### config.mk
export PLATFORM = sky130hd
export DESIGN_NAME = tl_mem_sched_flat
export DESIGN_NICKNAME = d
export VERILOG_FILES = /design/src/rtl/tl_mem_sched_if.sv /design/src/rtl/tl_mem_sched.sv /design/src/flat_wrapper.sv
export SDC_FILE = /design/constraint.sdc
export NUM_CORES = 1
export LEC_CHECK = 0
export BUFFER_PORTS_ARGS = -buffer_cell sky130_fd_sc_hd__clkbuf_2
export CAP_MARGIN = 20
export CORE_MARGIN = 5
export CORE_UTILIZATION = 28
export CTS_BUF_LIST = sky130_fd_sc_hd__clkbuf_16
export DETAILED_ROUTE_END_ITERATION = 10
export PLACE_DENSITY = 0.47
export SLEW_MARGIN = 40
export SYNTH_ARGS = -nofsm -noshare
export SYNTH_HDL_FRONTEND = slang
export SYNTH_SLANG_ARGS = --single-unit
### constraint.sdc
create_clock -name clock -period 25.7 [get_ports clock]
set_input_delay 5.14 -clock clock [delete_from_list [all_inputs] [get_ports clock]]
set_output_delay 5.14 -clock clock [all_outputs]
set_load 0.02 [all_outputs]
### src/rtl/tl_mem_sched_if.sv
// tl_mem_sched_if: A/D channel and memory-port signals between a tile, the scheduler and the memory model.
// The slave modport is the scheduler's view; master is the environment driving it.
interface tl_mem_sched_if;
   logic        a_valid;
   logic        a_ready;
   logic [2:0]  a_opcode;
   logic [2:0]  a_size;
   logic [2:0]  a_source;
   logic [31:0] a_address;
   logic [7:0]  a_mask;
   logic [63:0] a_data;
   logic        d_valid;
   logic        d_ready;
   logic [2:0]  d_opcode;
   logic [1:0]  d_param;
   logic [2:0]  d_size;
   logic [2:0]  d_source;
   logic [1:0]  d_sink;
   logic        d_denied;
   logic [63:0] d_data;
   logic        mem_req_valid;
   logic        mem_req_ready;
   logic        mem_req_write;
   logic [31:0] mem_req_addr;
   logic [7:0]  mem_req_mask;
   logic [63:0] mem_req_wdata;
   logic        mem_resp_valid;
   logic [63:0] mem_rdata;
   modport slave (
      input  a_valid, a_opcode, a_size, a_source, a_address, a_mask, a_data,
      input  d_ready, mem_req_ready, mem_resp_valid, mem_rdata,
      output a_ready, d_valid, d_opcode, d_param, d_size, d_source, d_sink, d_denied, d_data,
      output mem_req_valid, mem_req_write, mem_req_addr, mem_req_mask, mem_req_wdata
   );
   modport master (
      output a_valid, a_opcode, a_size, a_source, a_address, a_mask, a_data,
      output d_ready, mem_req_ready, mem_resp_valid, mem_rdata,
      input  a_ready, d_valid, d_opcode, d_param, d_size, d_source, d_sink, d_denied, d_data,
      input  mem_req_valid, mem_req_write, mem_req_addr, mem_req_mask, mem_req_wdata
   );
endinterface

### src/rtl/tl_mem_sched.sv
// tl_mem_sched: TileLink-UL A/D scheduler with core reset sequencer, in-order FIFO and one outstanding memory access.
// Define TL_SCHED_ERR_EN to deny requests outside [MEM_BASE, MEM_BASE+MEM_SIZE).
module tl_mem_sched #(
   parameter int DEPTH        = 4,
   parameter int RESET_CYCLES = 2
`ifdef TL_SCHED_ERR_EN
   ,
   parameter logic [31:0] MEM_BASE = 32'h8000_0000,
   parameter logic [31:0] MEM_SIZE = 32'h0001_0000
`endif
) (
   input  logic           clock,
   input  logic           reset_n,
   output logic           core_reset,
   tl_mem_sched_if.slave  bus
);
   localparam int AW = $clog2(DEPTH);
   localparam int RW = ($clog2(RESET_CYCLES) < 2) ? 2 : $clog2(RESET_CYCLES);
   typedef struct packed {
      logic [2:0]  opcode;
      logic [2:0]  size;
      logic [2:0]  source;
      logic [31:0] addr;
      logic [7:0]  mask;
      logic [63:0] data;
      logic        deny;
   } entry_t;
   typedef enum logic [1:0] {IDLE, REQ, WAIT, RESP} state_t;
   state_t        state, state_nx;
   entry_t        fifo [DEPTH];
   entry_t        ne, cur;
   logic [AW-1:0] wp, rp;
   logic [AW:0]   cnt;
   logic [RW-1:0] rst_cnt;
   logic [63:0]   rdata;
   logic          full, empty, push, pop, deny, is_get;
   state_t        head_st;
   always_ff @(posedge clock or negedge reset_n)
      if (!reset_n) begin
         rst_cnt    <= '0;
         core_reset <= 1'b1;
      end else if (core_reset) begin
         rst_cnt    <= rst_cnt + 1'b1;
         core_reset <= rst_cnt != RW'(RESET_CYCLES - 1);
      end
   assign full        = cnt == (AW+1)'(DEPTH);
   assign empty       = cnt == '0;
   assign bus.a_ready = !core_reset && !full;
   assign push        = bus.a_valid && bus.a_ready;
   assign pop         = !empty && (state == IDLE || (state == RESP && bus.d_ready));
`ifdef TL_SCHED_ERR_EN
   assign deny = !(bus.a_opcode inside {3'd0, 3'd1, 3'd4}) || bus.a_size > 3'd3 ||
                 {1'b0, bus.a_address} < {1'b0, MEM_BASE} ||
                 {1'b0, bus.a_address} >= {1'b0, MEM_BASE} + {1'b0, MEM_SIZE};
`else
   assign deny = !(bus.a_opcode inside {3'd0, 3'd1, 3'd4}) || bus.a_size > 3'd3;
`endif
   assign ne = {bus.a_opcode, bus.a_size, bus.a_source, bus.a_address, bus.a_mask, bus.a_data, deny};
   always_ff @(posedge clock)
      if (push) fifo[wp] <= ne;
   always_ff @(posedge clock or negedge reset_n)
      if (!reset_n) begin
         wp    <= '0;
         rp    <= '0;
         cnt   <= '0;
         state <= IDLE;
         cur   <= '0;
         rdata <= '0;
      end else begin
         wp    <= wp + AW'(push);
         rp    <= rp + AW'(pop);
         cnt   <= cnt + (AW+1)'(push) - (AW+1)'(pop);
         state <= state_nx;
         if (pop) cur <= fifo[rp];
         if (state == WAIT && bus.mem_resp_valid && cur.opcode == 3'd4) rdata <= bus.mem_rdata;
      end
   // Denied entries skip memory and go straight to the response.
   assign head_st = fifo[rp].deny ? RESP : REQ;
   always_comb begin
      state_nx = state;
      case (state)
         IDLE:    state_nx = empty ? IDLE : head_st;
         REQ:     state_nx = bus.mem_req_ready ? WAIT : REQ;
         WAIT:    state_nx = bus.mem_resp_valid ? RESP : WAIT;
         default: state_nx = !bus.d_ready ? RESP : (empty ? IDLE : head_st);
      endcase
   end
   assign is_get            = cur.opcode == 3'd4 && !cur.deny;
   assign bus.mem_req_valid = state == REQ;
   assign bus.mem_req_write = state == REQ && cur.opcode != 3'd4;
   assign bus.mem_req_addr  = cur.addr;
   assign bus.mem_req_mask  = cur.mask;
   assign bus.mem_req_wdata = cur.data;
   assign bus.d_valid       = state == RESP;
   assign bus.d_opcode      = {2'b00, is_get};
   assign bus.d_param       = 2'b00;
   assign bus.d_size        = cur.size;
   assign bus.d_source      = cur.source;
   assign bus.d_sink        = 2'b00;
   assign bus.d_denied      = cur.deny;
   assign bus.d_data        = is_get ? rdata : 64'd0;
endmodule
### src/flat_wrapper.sv
// flat-port wrapper written by rule: the top's interface ports become plain ports
module tl_mem_sched_flat 
#(
   parameter int DEPTH        = 4,
   parameter int RESET_CYCLES = 2

)
  (clock, reset_n, core_reset, bus_a_valid, bus_a_opcode, bus_a_size, bus_a_source, bus_a_address, bus_a_mask, bus_a_data, bus_d_ready, bus_mem_req_ready, bus_mem_resp_valid, bus_mem_rdata, bus_a_ready, bus_d_valid, bus_d_opcode, bus_d_param, bus_d_size, bus_d_source, bus_d_sink, bus_d_denied, bus_d_data, bus_mem_req_valid, bus_mem_req_write, bus_mem_req_addr, bus_mem_req_mask, bus_mem_req_wdata);
  tl_mem_sched_if bus_i ();
  input  logic clock;
  input  logic reset_n;
  output logic core_reset;
  input wire logic [$bits(bus_i.a_valid)-1:0] bus_a_valid;
  input wire logic [$bits(bus_i.a_opcode)-1:0] bus_a_opcode;
  input wire logic [$bits(bus_i.a_size)-1:0] bus_a_size;
  input wire logic [$bits(bus_i.a_source)-1:0] bus_a_source;
  input wire logic [$bits(bus_i.a_address)-1:0] bus_a_address;
  input wire logic [$bits(bus_i.a_mask)-1:0] bus_a_mask;
  input wire logic [$bits(bus_i.a_data)-1:0] bus_a_data;
  input wire logic [$bits(bus_i.d_ready)-1:0] bus_d_ready;
  input wire logic [$bits(bus_i.mem_req_ready)-1:0] bus_mem_req_ready;
  input wire logic [$bits(bus_i.mem_resp_valid)-1:0] bus_mem_resp_valid;
  input wire logic [$bits(bus_i.mem_rdata)-1:0] bus_mem_rdata;
  output wire logic [$bits(bus_i.a_ready)-1:0] bus_a_ready;
  output wire logic [$bits(bus_i.d_valid)-1:0] bus_d_valid;
  output wire logic [$bits(bus_i.d_opcode)-1:0] bus_d_opcode;
  output wire logic [$bits(bus_i.d_param)-1:0] bus_d_param;
  output wire logic [$bits(bus_i.d_size)-1:0] bus_d_size;
  output wire logic [$bits(bus_i.d_source)-1:0] bus_d_source;
  output wire logic [$bits(bus_i.d_sink)-1:0] bus_d_sink;
  output wire logic [$bits(bus_i.d_denied)-1:0] bus_d_denied;
  output wire logic [$bits(bus_i.d_data)-1:0] bus_d_data;
  output wire logic [$bits(bus_i.mem_req_valid)-1:0] bus_mem_req_valid;
  output wire logic [$bits(bus_i.mem_req_write)-1:0] bus_mem_req_write;
  output wire logic [$bits(bus_i.mem_req_addr)-1:0] bus_mem_req_addr;
  output wire logic [$bits(bus_i.mem_req_mask)-1:0] bus_mem_req_mask;
  output wire logic [$bits(bus_i.mem_req_wdata)-1:0] bus_mem_req_wdata;
  assign bus_i.a_valid = bus_a_valid;
  assign bus_i.a_opcode = bus_a_opcode;
  assign bus_i.a_size = bus_a_size;
  assign bus_i.a_source = bus_a_source;
  assign bus_i.a_address = bus_a_address;
  assign bus_i.a_mask = bus_a_mask;
  assign bus_i.a_data = bus_a_data;
  assign bus_i.d_ready = bus_d_ready;
  assign bus_i.mem_req_ready = bus_mem_req_ready;
  assign bus_i.mem_resp_valid = bus_mem_resp_valid;
  assign bus_i.mem_rdata = bus_mem_rdata;
  assign bus_a_ready = bus_i.a_ready;
  assign bus_d_valid = bus_i.d_valid;
  assign bus_d_opcode = bus_i.d_opcode;
  assign bus_d_param = bus_i.d_param;
  assign bus_d_size = bus_i.d_size;
  assign bus_d_source = bus_i.d_source;
  assign bus_d_sink = bus_i.d_sink;
  assign bus_d_denied = bus_i.d_denied;
  assign bus_d_data = bus_i.d_data;
  assign bus_mem_req_valid = bus_i.mem_req_valid;
  assign bus_mem_req_write = bus_i.mem_req_write;
  assign bus_mem_req_addr = bus_i.mem_req_addr;
  assign bus_mem_req_mask = bus_i.mem_req_mask;
  assign bus_mem_req_wdata = bus_i.mem_req_wdata;
  tl_mem_sched #(.DEPTH(DEPTH), .RESET_CYCLES(RESET_CYCLES)) u_core (.clock(clock), .reset_n(reset_n), .core_reset(core_reset), .bus(bus_i));
endmodule
## Word level (Yosys, flattened, before mapping)

Memory sizes are Yosys's and may differ from the RTL's.
Index checks and enable logic that the tools add are counted.

- Add/sub/neg operators: 5
- Magnitude comparators: 1
- Eq/ne operators: 9
- Multiplexer cells: 10
- Reduce and logical (&&, ||, !) cells: 19

Operators with widths:

| cell | count |
|---|---|
| 64-bit 2-to-1 mux | 1 |
| 3-bit equality test (second input constant) | 3 |
| 1-bit logical AND | 8 |
| 2-bit 2-to-1 mux | 4 |
| 3-bit logical NOT | 2 |
| 2-bit one-hot mux with 3 select lines | 1 |
| 1-bit logical NOT | 5 |
| 2-bit by 1-bit adder with 2-bit output | 2 |
| 2-bit equality test (second input constant) | 2 |
| 1-bit 2-to-1 mux | 4 |
| 3-bit by 1-bit adder with 3-bit output | 1 |
| 3-bit by 1-bit equality test with 1-bit output (second input constant) | 1 |
| 3-bit by 2-bit greater-than comparator with 1-bit output (second input constant) | 1 |
| 3-bit != test (second input constant) | 1 |
| 3-bit nonzero test | 1 |
| 3-bit by 1-bit subtractor with 3-bit output | 1 |
| 2-bit by 1-bit adder with 2-bit output (second input constant) | 1 |
| 2-bit by 1-bit equality test with 1-bit output (second input constant) | 1 |
| 2-bit logical NOT | 1 |
| 1-bit logical OR | 2 |
| 2-bit by 1-bit != test with 1-bit output (second input constant) | 1 |

- Register bits: 190
- Bits in writable memories: 456
- Output and inout bits: 187
- Memories kept: 1

Memory list:

| name | depth | bits a word | rd ports | clocked after Yosys merged registers in | wr ports | line | text |
|---|---|---|---|---|---|---|---|
| u_core.fifo | 4 | 114 | 1 | 0 | 1 | tl_mem_sched.sv:30 | `entry_t fifo [DEPTH];` |

## Depth between registers and ports, before layout

- Word-level depth: 6
- Mapped depth: 12
- Depth with buffers taken out: 9

## Least setup slack after synthesis

Ideal clock, no wire load.

- Kind: input to register
- Start point: input bus_a_valid
- End point: memory u_core.fifo[1][0] (netlist name) (enable)
- Setup time: 750 ps
- Data arrival time: 13758 ps
- Required time: 24950 ps
- Path slack: 11192 ps
- Cell stages on the path: 3
- Buffers on the path: 0
- Path through: inv_1 -> a211o_1 -> nor3b_1

- Cells in the longest elaborated chain, start to end: 3

Ends and longest elaborated chain:

| item | line | text |
|---|---|---|
| start: declaration | flat_wrapper.sv:13 | `input wire logic [$bits(bus_i.a_valid)-1:0] bus_a_valid;` |
| 1-bit logical AND | tl_mem_sched.sv:49 | `assign push = bus.a_valid && bus.a_ready;` |
| 1-bit 2-to-1 mux | tl_mem_sched.sv:60 | `if (push) fifo[wp] <= ne;` |
| 1-bit 2-to-1 mux (implied by the code) | tl_mem_sched.sv:60 |  |
| end: declaration | tl_mem_sched.sv:30 |  |

Every way passes these cells.

## Worst setup path in the final report

- Start point: register, netlist name u_core.cur[112]
- End point: output bus_d_data[14]

- Cells in the longest elaborated chain, start to end: 3

Ends and longest elaborated chain:

| item | line | text |
|---|---|---|
| 3-bit equality test | tl_mem_sched.sv:88 | `assign is_get = cur.opcode == 3'd4 && !cur.deny;` |
| 1-bit logical AND | tl_mem_sched.sv:88 |  |
| 64-bit 2-to-1 mux | tl_mem_sched.sv:101 | `assign bus.d_data = is_get ? rdata : 64'd0;` |
| end: declaration | flat_wrapper.sv:32 | `output wire logic [$bits(bus_i.d_data)-1:0] bus_d_data;` |

Every way passes these cells.

==> out/qor.yml <==
timing:
  layout_min_cycle_time_ps: 7490
  rsz0062_at_grt: "no"
  hold_violations: 0
  maxSlewHeadroom_pct: 44.8
  setup_violations: 0
  skew_ps: 19.0
  post-route-period-util_pct: 29.2
  worst_pin_slew_ps: 827
  finalSetupTns_ps: 0
  slew_violations: 0
  timing.final.ws_setup_ps: 18210
  max_freq_ghz: 0.133
worst_setup_path:
  crit_path_cell_trace: "or3b_4, nor2_2, buf_4, and2_1, clkbuf_2"
  critPathLaunchType: "flip-flop"
  crit_type: "reg -> out"
  crit_path_max_fanout: 65
  slowest_stage: "or3b_4"
  cp.required_ps: 20560
  crit_buf_inv: 2
  path_delay_family: "simple AND/OR/NAND/NOR gates"
  setup.worst_path.end_class: "primary output"
  timing.rr.start: "u_core.rp[0]"
  crit_arrival_ps: 2350
  cp-startpoint: "u_core.cur[112]"
  regToRegSetupSlack_ps: 23070
  slowest_delay_ps: 440
detailed_routing:
  dr.pass1.iters: 4
  first_iter_violations: 630
  ant_nets: 0
  drc: 0
  vias: 11800
  wirelength_um: 55600
  wl_per_cell_um: 20.3
  vias_per_cell: 4.31
power:
  p_sw_mw: 1.11
  power_frac_comb_pct: 29.1
  leakage_nw: 11.3
  seq_power_share_pct: 43.3
  power_density_nw_per_um2: 121
  power.share.clock_pct: 27.6
  vdd_drop_max_mv: 0.0588
  switching_share_pct: 30.8
  internal-power_mw: 2.49
yosys:
  ys_seq_elements: 646
  syn_area_per_cell_um2: 20.4
  synthTopCellsByCount: "edfxtp_1, dfrtp_1, mux2_2"
  post-synth-top-count-cell: "edfxtp_1"
  synth_edf_count: 456
  synth-async-reset-ratio_pct: 29.4
  synthTopCellsByArea: "edfxtp_1, dfrtp_1, mux4_2, mux2_2, buf_4"
  ys_seq_area_share_pct: 74.0
  syn_area_um2: 24900
  synth_top_area_share_pct: 54.9
  syn_inst: 1222
  synth_top_cell_by_area: "edfxtp_1"
  synth_cell_type_count: 34
  synth_flop_cell: "edfxtp_1"
  yosysWarnings: 0
place:
  io_buffers: 363
  dp.final_hpwl_um: 32800
  pre_cts_ws_ps: 18360
  place.gp.congestion: 0.774
clocking:
  cts-resized-gates: 0
  cts_tree: "done"
  cts_hold_buf: 0
  post_cts_buffers: 0
  path_clk_slew_ps: 60
  clock-sinks: 646
  root_buffer: "clkbuf_16"
  insertion_delay_ps: 610
  cts.htree.levels: 3
  cts_buffers: 73
  clock_path_buffers: 3
global_route:
  grt_first_pass_wirelength_um: 83300
  grt_pass1_vias: 13000
  grt_max_degree: 115
  grt_usage_pct: 11.6
  antenna_found_initial: 16
  grt_overflow: 0
die:
  rows: 109
  ios: 370
  dieArea_um2: 95200
  die_y_um: 308
  initial_core_util_pct: 28.2
  coreArea_um2: 88400
  die_x_um: 308
cells_and_area:
  drive_gt1_share_pct: 49.1
  area_growth_pct: 19.2
  fillerInstances: 8437
  nets: 1703
min_path:
  hold_start: "u_core.rst_cnt[0]"
  hold_path.class: "reg -> reg"
status:
  status: "complete, no violations"
run:
  cap_violations: 0
sequential cells by signal, summed over array words and instances, names as in the netlist, 3 cells and up:
name                      flops
u_core.fifo                 456
u_core.bus.d_source           3
u_core.bus.mem_req_addr      32
u_core.cnt                    3
u_core.cur                    3
u_core.rdata                 64
u_core.bus.d_size             3
u_core.bus.mem_req_wdata     64
u_core.bus.mem_req_mask       8
worst register-to-register path, cell delays in order (launching register included):
cell     delay, ps
dfrtp_4        640
buf_12         260
buf_6          620
mux4_2         710
mux2_2         290
cell usage in the layout (no fill, tap or decap), types with 3 or more instances in the layout:
cell	n
clkinv_2	10
diode_2	6
buf_16	3
clkbuf_2	362
mux2_2	165
clkinv_1	13
dfrtp_1	187
mux2_1	13
clkinv_4	3
xor2_1	3
edfxtp_1	456
inv_1	29
bufinv_16	4
mux4_2	114
conb_1	6
and2_1	66
ha_1	5
clkbuf_16	76
nand2_1	4
buf_6	10
buf_12	4
through the flow:
| stage | cells | instance area (um2) | hold WS [ps] | power [mW] | util [%] |
|---|---|---|---|---|---|
| detailed placement | 2600 | 27300 | 471 | 2.67 | 30.9 |
| floorplan | 1227 | 25000 | 445 | 2.44 | - |
| CTS | 2735 | 29600 | 483 | 3.68 | 33.5 |
| finish | 2745 | 29700 | 480 | 3.60 | 33.7 |
| global placement | 2600 | 27300 | 458 | 2.65 | 30.9 |
| global route | 2739 | 29700 | 490 | 3.82 | 33.6 |
path summary, 6_finish.rpt:
| check | end | cells after the start |
|---|---|---|
| min in group asynchronous | u_core.bus.mem_req_addr[20] | 1 |
| worst min register to register | u_core.rst_cnt[0] | 1 |
| max in group asynchronous | u_core.rp[1] | 3 |
| worst max-delay path | bus_d_data[14] | 5 |
| worst max register to register | u_core.bus.mem_req_wdata[42] | 4 |
| worst min-delay path | u_core.rst_cnt[0] | 1 |
routing by layer:
metal  wire length (um)  vias to the layer above  share of wire (%)  track usage [%]
met5                135                        -               0.24                0
met4               1180                       20                2.1             3.46
met3               4520                      110                8.1             3.80
met2              25900                      355                 47             18.7
met1              23900                     6138                 43             15.1
li1                   -                     5208                  -                -
cell families after synthesis:
logic type	share of synthesized area, %
compound gates	0.251
flops	74.0
fa+ha+maj	0.331
other cells	0.0150
mux	18.4
buf+inv	4.80
simple gates	2.11
xor+xnor	0.176
power by group through the flow:
stage	combinational (mW)	clock [mW]	sequential (mW)
after floorplan	0.882	0	1.56
after global placement	1.06	0	1.59
after detailed placement	1.07	0	1.60
after CTS	1.07	1.03	1.58
after global routing	1.14	1.08	1.59
final	1.05	0.993	1.56
layout make-up:
cell class              instances  area [um2]  area share [%]
diodes                          6        15.0          0.0505
clock buffers                  76        1900            6.39
clock inverters                59         413            1.39
well taps                    1165        1460            4.90
repair buffers                382        2120            7.12
flip-flops and latches        646       18500            62.1
inverters                       8        30.0           0.101
multi-input cells             403        5350            18.0
(Power assumes the default switching activity.)
